--- src/rtl/sara.sv ---
// Segmented approximate/reconfigurable adder: size-bit sum built from exact
// group_size-bit groups whose inter-group carries are ripple or speculated.
module sara_group #(
   parameter int group_size = 4
) (
   input  logic [group_size-1:0] a,
   input  logic [group_size-1:0] b,
   input  logic                  ci,
   output logic [group_size-1:0] s,
   output logic                  co
);
   assign {co, s} = a + b + {{group_size{1'b0}}, ci};
endmodule

module sara #(
   parameter int size       = 16,
   parameter int group_size = 4,
   localparam int G         = size / group_size
) (
   input  logic            clk,
   input  logic            rst_n,
   input  logic [size:1]   a,
   input  logic [size:1]   b,
   input  logic            cin,
   input  logic [G:1]      select,
   output logic [size:1]   sum,
   output logic            cout
);
   logic [G:1]                 ci;
   logic [G:1]                 c;
   logic [G:1][group_size-1:0] gs;

   // Group 1 always takes cin, so its select bit carries no meaning.
   logic unused_sel;
   assign unused_sel = select[1];
   assign ci[1] = cin;

   for (genvar k = 1; k <= G; k++) begin : g_grp
      if (k > 1) begin : g_ci
         // Speculated carry is the generate bit of the lower group's MSB.
         assign ci[k] = select[k] ? c[k-1]
                                  : (a[(k-1)*group_size] & b[(k-1)*group_size]);
      end
      sara_group #(.group_size(group_size)) u_grp (
         .a  (a[k*group_size -: group_size]),
         .b  (b[k*group_size -: group_size]),
         .ci (ci[k]),
         .s  (gs[k]),
         .co (c[k])
      );
   end

   always_ff @(posedge clk or negedge rst_n) begin
      if (!rst_n) begin
         sum  <= '0;
         cout <= 1'b0;
      end else begin
         sum  <= gs;
         cout <= c[G];
      end
   end
endmodule

--- config.mk ---
export PLATFORM = sky130hd
export DESIGN_NAME = sara
export DESIGN_NICKNAME = d
export VERILOG_FILES = /design/src/rtl/sara.sv
export SDC_FILE = /design/constraint.sdc
export NUM_CORES = 1
export LEC_CHECK = 0
export CORE_ASPECT_RATIO = 1.4
export CORE_MARGIN = 5
export CORE_UTILIZATION = 38
export CTS_CLUSTER_DIAMETER = 100
export DETAILED_ROUTE_END_ITERATION = 12
export PLACE_DENSITY = 0.82
export SLEW_MARGIN = 20
export SYNTH_ARGS = -nofsm -noshare
export SYNTH_HDL_FRONTEND = slang
export SYNTH_HIERARCHICAL = 1
export SYNTH_SLANG_ARGS = --single-unit
--- constraint.sdc ---
create_clock -name clk -period 0.8 [get_ports clk]
set_input_delay 0.12 -clock clk [delete_from_list [all_inputs] [get_ports clk]]
set_output_delay 0.12 -clock clk [all_outputs]
set_load 0.05 [all_outputs]
==> reports/results.ini, run 1 <==
[job]
cap_violations=0

[timing]
timing.fmax_mhz=255
hold_violations=0
rsz0062_at_grt=yes
period_share=4.90
fin_crit_ns=3.92
tightest_slew_ns=0.185
fin_ws_ns=-3.12
slew_headroom=0.876
slew_viol_final=0
setup_viol=33

[min_path]
hp-class=primary input to flip-flop
holdPathStages=2
min_to=sum[1]
hp-start=cin

[synthesis]
avgSynthCellArea_um2=11.5
synth_cell_types=12
synthCells=90
syn_area_mm2=0.00104
yosysTopAreaCellShare=0.410
synthesis.nets=149
ys_warn_count=6
ys_ff_latch=17
synth.largest_area_cell=dfrtp_1
synthTopCellsByArea=dfrtp_1 41%, fa_1 15%, ha_1 14%
seq_area_frac_synth=0.410

[place]
place_inst=193
dp_hpwl_mm=2.51
dp_slack_ns=-4.02
io_buffers=54
routabilityCongestion=0.725

[status]
status=finished with violations
violations=setup timing

[clock_tree]
htreeDepth=1
cts_tree=yes
path_clk_slew_ns=0.10
cts_root_buf=clkbuf_4
clock_path_buffers=2
clock-sinks=17
cts_inserted_buffers=3

[floorplan]
core-area_mm2=0.00262
die_width_um=54.2
ios=56
rows=22
die_height_um=71.9
start_util=0.397
dieArea_mm2=0.00389

[finish]
area_growth_pct=93.4
final_core_util=0.768
layout.cells.non_filler=202
drive_gt1_frac=0.410
nets=226
fill_cells=169
antenna_cells=0

[global_route]
grt_first_pass_wirelength_mm=4.43
grt_pass1_vias=1073
antenna_found_initial=0
grt-ovfl-total=0
track_usage=0.158
grt_max_degree=18

[setup_path]
critical_path.top_delay_family=adder cells
worst_setup_path_start_kind=primary input
cpMostUsedCell=fa_2
crit_buf_inv=5
critical_path_class=primary input to flip-flop
crit_fanout=2
required_ns=0.99
critical_path_arrival_ns=4.11
slowest_stage=fa_2
slowest_delay_ns=0.39
cp-end-kind=flip-flop

[drt]
drt-total-wl_mm=2.86
wl_per_cell_um=14.2
post-route-drc-count=0
vias_per_cell=4.54
drtAntennaViolNets=0
routed-via-count=918
drtIter0Drc=14
dr.pass1.iters=4

[pwr]
internal_power_uw=2340
clkPwrFrac=0.125
power.switching_uw=1440
leakage_uw=0.000955
powerDensity_mw_per_mm2=1890
power_uw=3790
pwr-share-seq=0.309
switching_share=0.381
power_frac_comb=0.566
max-vdd-ir-drop_v=0.00102

-- per-stage QoR --
step | hold slack [ns] | instance area, um2 | TNS, ns
final | 0.113 | 2010 | -30.57
after global routing | 0.107 | 2010 | -34.07
after CTS | 0.116 | 1980 | -30.70
after detailed placement | 0.473 | 1940 | -39.95
after global placement | 0.475 | 1940 | -37.82
after floorplan | -0.176 | 1070 | -28.20
-- cells by family (layout without fill, tap and decap cells) --
group           count (synthesis)  count (layout)  share of synthesized area
fa+ha+maj                      20              20                      0.299
flops                          17              17                      0.410
buf+inv                        16              92                     0.0578
compound gates                 15              15                     0.0964
simple gates                   14              14                     0.0699
xor+xnor                        8               8                     0.0675
-- cells in the final DEF, fill, tap and decap left out --
| cell | n |
|---|---|
| buf_2 | 2 |
| ha_1 | 12 |
| clkdlybuf4s15_1 | 2 |
| a21o_1 | 4 |
| nor2b_4 | 1 |
| clkbuf_4 | 3 |
| clkdlybuf4s50_1 | 28 |
| clkbuf_1 | 1 |
| a21oi_2 | 4 |
| xnor2_2 | 1 |
| buf_4 | 16 |
| nand2_1 | 6 |
| xnor2_1 | 7 |
| fa_2 | 8 |
| buf_12 | 18 |
| inv_2 | 9 |
| inv_1 | 7 |
| o21ai_1 | 3 |
| o21ai_2 | 4 |
| dfrtp_1 | 17 |
| nor2b_1 | 3 |
| dlygate4sd2_1 | 4 |
| buf_6 | 2 |
| nand2b_1 | 4 |
-- worst max-delay path by stage --
stage / start / endpoint / slack, ns / depth (start not counted)
6_report: cin / cout / -3.12 / 31
5_1_grt: cin / cout / -3.44 / 31
4_1_cts: cin / cout / -3.17 / 31
3_5_place_dp: a[1] / cout / -4.02 / 31
3_3_place_gp: a[1] / cout / -3.76 / 31
2_1_floorplan: a[1] / sum[14] / -3.13 / 28
-- power by group through the flow --
| stage | clock network [uW] | registers, uW | logic, uW |
|---|---|---|---|
| final | 473 | 1170 | 2150 |
| after global routing | 522 | 1190 | 2250 |
| after CTS | 474 | 1170 | 2130 |
| after detailed placement | 0 | 1190 | 2100 |
| after global placement | 0 | 1180 | 2040 |
| after floorplan | 0 | 1690 | 365 |
-- area by class of cell --
type,instances,area (um2),share of cell area
Inverter,16,60.1,0.0299
Multi-Input combinational cell,57,603,0.300
Sequential cell,17,425,0.212
Clock buffer,4,26.3,0.0131
Timing Repair Buffer,72,848,0.422
Tap cell,36,45.0,0.0224
-- flip-flops by register name, indices dropped and copies added, names as in the netlist --
register  count
cout          1
sum          16
-- synth_stat cells --
| library cell | n |
|---|---|
| fa_1 | 8 |
| nand2b_1 | 4 |
| xnor2_1 | 8 |
| ha_1 | 12 |
| nand2_1 | 6 |
| o21ai_0 | 4 |
| dfrtp_1 | 17 |
| inv_1 | 16 |
| a21oi_2 | 4 |
| o21ai_1 | 3 |
| nor2b_1 | 4 |
| a21o_1 | 4 |
-- metal layers --
metal	vias to the layer above	wire [um]	GRT usage
met3	4	166	0.00832
met4	0	66	0.0831
met1	442	943	0.150
met5	-	0	0
li1	434	-	-
met2	38	1680	0.312
-- repair_timing --
| action | in CTS | in global routing |
|---|---|---|
| hold buffers | 0 | 0 |
| setup endpoints to repair | 34 | 33 |
| buffers inserted | 3 | 2 |
| resized for setup | 25 | 6 |
| pin swaps | 18 | 6 |
Power figures use the tool's default switching activity.
==> run 2: changes to the inputs <==
CTS_CLUSTER_DIAMETER = 60   (was 100)
CTS_CLUSTER_SIZE = 8   (was unset)
clock period = 4.2 ns   (was 0.8 ns; I/O delays follow)
==> reports/results.ini, run 2 (synthesis gave the netlist of run 1 again) <==
[status]
status=finished with violations  ; unchanged
violations=setup timing  ; unchanged

[drt]
top_layer_used=met4  ; unchanged
dr_wl_met2_mm=1.48  ; was 1.68 mm
wl_per_cell_um=13.2  ; was 14.2 um
drt-total-wl_mm=2.56  ; was 2.86 mm
wl_met3_um=141  ; was 166 um
wl_met1_um=831  ; was 943 um
drtIter0Drc=8  ; was 14
post-route-drc-count=0  ; unchanged
vias_per_cell=4.46  ; was 4.54
dr.pass1.iters=4  ; unchanged
routed-via-count=866  ; was 918
drtAntennaViolNets=0  ; unchanged

[global_route]
grt-ovfl-total=0  ; unchanged
track_usage=0.146  ; was 0.158
grt_first_pass_wirelength_mm=4.06  ; was 4.43 mm
grt_pass1_vias=975  ; was 1073
grt_max_degree=18  ; unchanged
antenna_found_initial=0  ; unchanged

[finish]
nets=218  ; was 226
antenna_cells=0  ; unchanged
regMostFlops=sum  ; unchanged
final_common_cell=clkdlybuf4s50_1  ; unchanged
drive_gt1_frac=0.234  ; was 0.410
layout.cells.non_filler=194  ; was 202
final_cell_mix=47 x clkdlybuf4s50_1, 17 x dfrtp_1, 12 x ha_1, 10 x inv_1, 10 x buf_4  ; was 28 x clkdlybuf4s50_1, 18 x buf_12, 17 x dfrtp_1, 16 x buf_4, 12 x ha_1
largest_reg_flops=16  ; unchanged
area_growth_pct=68.1  ; was 93.4%
reg_top3=sum x16, cout x1  ; unchanged

[clock_tree]
clock_path_buffers=2  ; unchanged
cts_tree=yes  ; unchanged
clock-sinks=17  ; unchanged
cts_root_buf=clkbuf_4  ; unchanged
cts_hold_buf=0  ; unchanged
htreeDepth=1  ; unchanged
cts_inserted_buffers=3  ; unchanged
path_clk_slew_ns=0.10  ; about the same

[floorplan]
core-area_mm2=0.00262  ; unchanged
die_width_um=54.2  ; unchanged
ios=56  ; unchanged
dieArea_mm2=0.00389  ; unchanged
die_height_um=71.9  ; unchanged
rows=22  ; unchanged
start_util=0.397  ; unchanged

[setup_path]
slowest_delay_ns=0.39  ; about the same
slowest_stage=fa_2  ; unchanged
critical_path_class=primary input to flip-flop  ; unchanged
required_ns=4.38  ; was 0.99 ns
worst_setup_path_start_kind=primary input  ; unchanged
cpMostUsedCell=fa_2  ; unchanged
critical_path_arrival_ns=4.56  ; was 4.11 ns
crit_fanout=2  ; unchanged
cp-end-kind=flip-flop  ; unchanged

[timing]
slew_headroom=0.487  ; was 0.876
whs_ns=0.645  ; was 0.113 ns
period_share=1.04
tightest_slew_ns=0.767  ; was 0.185 ns
setup_viol=4  ; was 33
fin_crit_ns=4.37
hold_violations=0  ; unchanged
timing.fmax_mhz=229
slew_viol_final=0  ; unchanged
fin_ws_ns=-0.172  ; was -3.12 ns
rsz0062_at_grt=yes  ; unchanged

[place]
dp_hpwl_mm=2.27  ; was 2.51 mm
io_buffers=54  ; unchanged
place_inst=185  ; was 193
routabilityCongestion=0.769  ; was 0.725
dp_slack_ns=-1.04  ; was -4.02 ns

[pwr]
leakage_uw=0.000806  ; was 0.000955 uW
max-vdd-ir-drop_v=0.000207  ; was 0.00102 V
powerDensity_mw_per_mm2=350  ; was 1890 mW/mm2

[job]
cap_violations=0  ; unchanged

[min_path]
hp-class=primary input to flip-flop  ; unchanged

==> run 2: report_power, final <==
group,switching [uW],internal (uW),leakage (uW),total [uW]
combinational,186,132,0.000593,319
clock,52.3,36.9,0.0000150,89.2
sequential,8.41,195,0.000199,203
total,247,364,0.000806,611
==> run 2: final cells by class <==
cell class              instances  area (um2)
clock buffers                   4        26.3
fillers                       207         870
inverters                      16        60.1
multi-input cells              57         584
flip-flops and latches         17         425
well taps                      36        45.0
repair buffers                 64         604
==> run 2: worst max-delay path: cells and delay by family <==
family	cells	cell delay, ns
adder cells (fa/ha/maj)	8	2.20
AO/OA/AOI/OAI	7	0.70
AND/OR/NAND/NOR	11	0.65
buffers and inverters	5	0.36
==> run 2: layer usage <==
metal | GRT usage | vias to the layer above
li1 | - | 419
met3 | 0.0166 | 8
met1 | 0.134 | 402
met4 | 0.0970 | 0
met5 | 0 | -
met2 | 0.278 | 37
==> run 2: what timing repair did <==
action | CTS | global route
pin swaps | 13 | 1
resized for setup | 20 | 1
buffers inserted | 3 | 2
setup endpoints to repair | 5 | 4
==> run 2: path summary, 6_finish.rpt <==
check / endpoint / start / slack [ns] / cells past startpoint
max in group asynchronous: sum[9] / rst_n / 2.95 / 1
min in group asynchronous: sum[1] / rst_n / 0.78 / 1
min: sum[1] / cin / 0.64 / 2
max: cout / cin / -0.17 / 31
==> run 2: through the flow <==
step	TNS, ns	cell area [um2]	total power (uW)	util
final	-0.510	1750	611	0.667
after global routing	-1.60	1750	645	0.667
after CTS	-0.498	1730	613	0.662
after detailed placement	-4.49	1690	525	0.647
after global placement	-3.76	1690	514	0.647
after floorplan	-0.742	1070	392	-
==> patch (flow settings as in run 2) <==
Register the output `sum` once more, cleared by the reset; this adds one clock of latency there. The other outputs are not delayed to match.
--- a/src/rtl/sara.sv
+++ b/src/rtl/sara.sv
@@ -28,2 +28,4 @@
 );
+
+   logic [size:1] sum_s0;
    logic [G:1]                 ci;
@@ -54,6 +56,6 @@
       if (!rst_n) begin
-         sum  <= '0;
+         sum_s0 <= '0;
          cout <= 1'b0;
       end else begin
-         sum  <= gs;
+         sum_s0 <= gs;
          cout <= c[G];
@@ -61,2 +63,10 @@
    end
+   always_ff @(posedge clk or negedge rst_n) begin
+      if (!rst_n) begin
+         sum <= '0;
+      end else begin
+         sum <= sum_s0;
+      end
+   end
+
 endmodule
Formal check against the unedited RTL: not equivalent (Yosys sat finds a counterexample within 4 cycles, from zero or initial values and one cycle with rst_n low).
==> patch against run 2 <==
The flow still finishes with violations (setup timing). Routed wire length up 3.2%. Synthesized cell count up 18%. Global-route usage down 2.6 points. Setup slack better by 0.057 ns. Utilization down 6.3 points. Synthesized area up 39%. Sequential cell count up 16. Sequential power up 95%. Design area up 26%. Power up 53%. Largest cell class is now flip-flops and latches. Largest power group is now registers.
==> patch: results (changes against run 2) <==
{| class="wikitable"
! Metric !! Value
|-
| Outcome || finished with violations (unchanged)
|-
| Violated checks || setup timing (unchanged)
|-
| Class of the worst hold path || reg2reg (was in2reg)
|-
| Setup TNS after final layout || -0.291 ns (was -0.510 ns)
|-
| Routed wire length per instance || 12.1 um (was 13.2 um)
|-
| Fraction of power spent switching nets || 31.6% (was 40.4%)
|-
| Number of global-route vias before repair || 1095 (was 975)
|-
| Worst hold path endpoint || sum[5] (was sum[1])
|-
| Library cell used as clock root buffer || sky130_fd_sc_hd__clkbuf_8 (was sky130_fd_sc_hd__clkbuf_4)
|-
| Startpoint of the most critical hold path || sum_s0[5] (was cin)
|-
| Number of setup violations in the final report || 4 (unchanged)
|-
| H-tree levels || 2 (was 1)
|-
| Top Registers || sum: 16 flops, sum_s0: 16 flops, cout: 1 flops (was sum: 16 flops, cout: 1 flops)
|-
| Arrival time worst endpoint || 4.53 ns (was 4.56 ns)
|-
| Crit path setup slack, layout || -0.115 ns (was -0.172 ns)
|-
| Total via count after detailed routing || 974 (was 866)
|-
| Gate count of the mapped netlist || 106 (was 90)
|-
| Number of nets in the layout || 235 (was 218)
|-
| Ratio of cells with drive above 1 in the final layout || 22.7% (was 23.4%)
|-
| Lkg Pwr || 1.02 nW (was 0.806 nW)
|-
| Worst Hold Path Cells || 0 (was 2)
|-
| Overall Global Routing Usage || 12.0% (was 14.6%)
|-
| Worst-margin pin slew || 0.504 ns (was 0.767 ns)
|-
| Final weighted congestion of routability-driven global placement || 0.714 (was 0.769)
|-
| Slowest cell on crit path || sky130_fd_sc_hd__fa_2 (unchanged)
|-
| Setup Fix Bufs, Post-CTS || 1 (was 3)
|-
| Top cells by instance count after synthesis || sky130_fd_sc_hd__dfrtp_1, sky130_fd_sc_hd__inv_1, sky130_fd_sc_hd__ha_1 (unchanged)
|-
| Post-DR vias/cell || 4.47 (was 4.46)
|-
| Stage delay of the slowest cell on the critical path || 0.43 ns (was 0.39 ns)
|-
| Pre-CTS setup slack || -0.919 ns (was -1.04 ns)
|-
| First-pass GRT wire length || 4590 um (was 4060 um)
|-
| Number of DRC markers after the initial detailed-route iteration || 3 (was 8)
|-
| Largest net degree at the start of global routing || 34 (was 18)
|-
| Clk slew on worst S/H paths || 0.06 ns (was 0.10 ns)
|-
| Number of placed instances, taps included || 209 (was 185)
|-
| Worst hold margin || 0.349 ns (was 0.645 ns)
|}
## patch: metal layers
layer	vias to the layer above	part of all wire, %	global-route usage, %
met5	-	0	0
li1	469	-	-
met3	7	6.7	2.64
met4	0	2.2	6.37
met2	31	59	20.7
met1	467	32	12.7
## patch: layout make-up
class                           count  area [um2]
Tap cell                           42        52.6
Multi-Input combinational cell     57         584
Timing Repair Buffer               63         594
Sequential cell                    33         826
Inverter                           16        60.1
Clock buffer                        7        86.3
Fill cell                         321        1440
## patch: cells by family after synthesis
kind of cell | Yosys count | synth area share [%]
adder cells (fa/ha/maj) | 20 | 21.6
buffers and inverters | 16 | 4.17
XOR/XNOR | 8 | 4.87
flip-flops | 33 | 57.4
AO/OA/AOI/OAI | 15 | 6.96
AND/OR/NAND/NOR | 14 | 5.04
## patch: critical path, delay by kind of cell
| family | cells | cell delay [ns] |
|---|---|---|
| fa+ha+maj | 8 | 2.43 |
| compound gates | 6 | 0.53 |
| buf+inv | 6 | 0.40 |
| simple gates | 9 | 0.53 |
## patch: stage by stage
stage                     power [mW]  utilization (%)
after detailed placement       0.724             58.1
after CTS                      0.954             60.3
final                          0.938             60.5
after global routing           0.994             60.5
after global placement         0.711             58.1
after floorplan                0.584                -
## patch: power by group through the flow
stage               clock network, mW  registers [mW]  logic [mW]
finish                          0.225           0.395       0.319
global route                    0.249           0.401       0.343
CTS                             0.235           0.396       0.323
detailed placement                  0           0.402       0.323
global placement                    0           0.399       0.312
floorplan                           0           0.515      0.0696
## patch: worst max path at each step
stage / to / cells past startpoint
3_5_place_dp: sum_s0[14] / 29
2_1_floorplan: sum_s0[14] / 28
5_1_grt: cout / 31
3_3_place_gp: sum_s0[14] / 29
4_1_cts: sum_s0[14] / 29
6_report: sum_s0[14] / 29
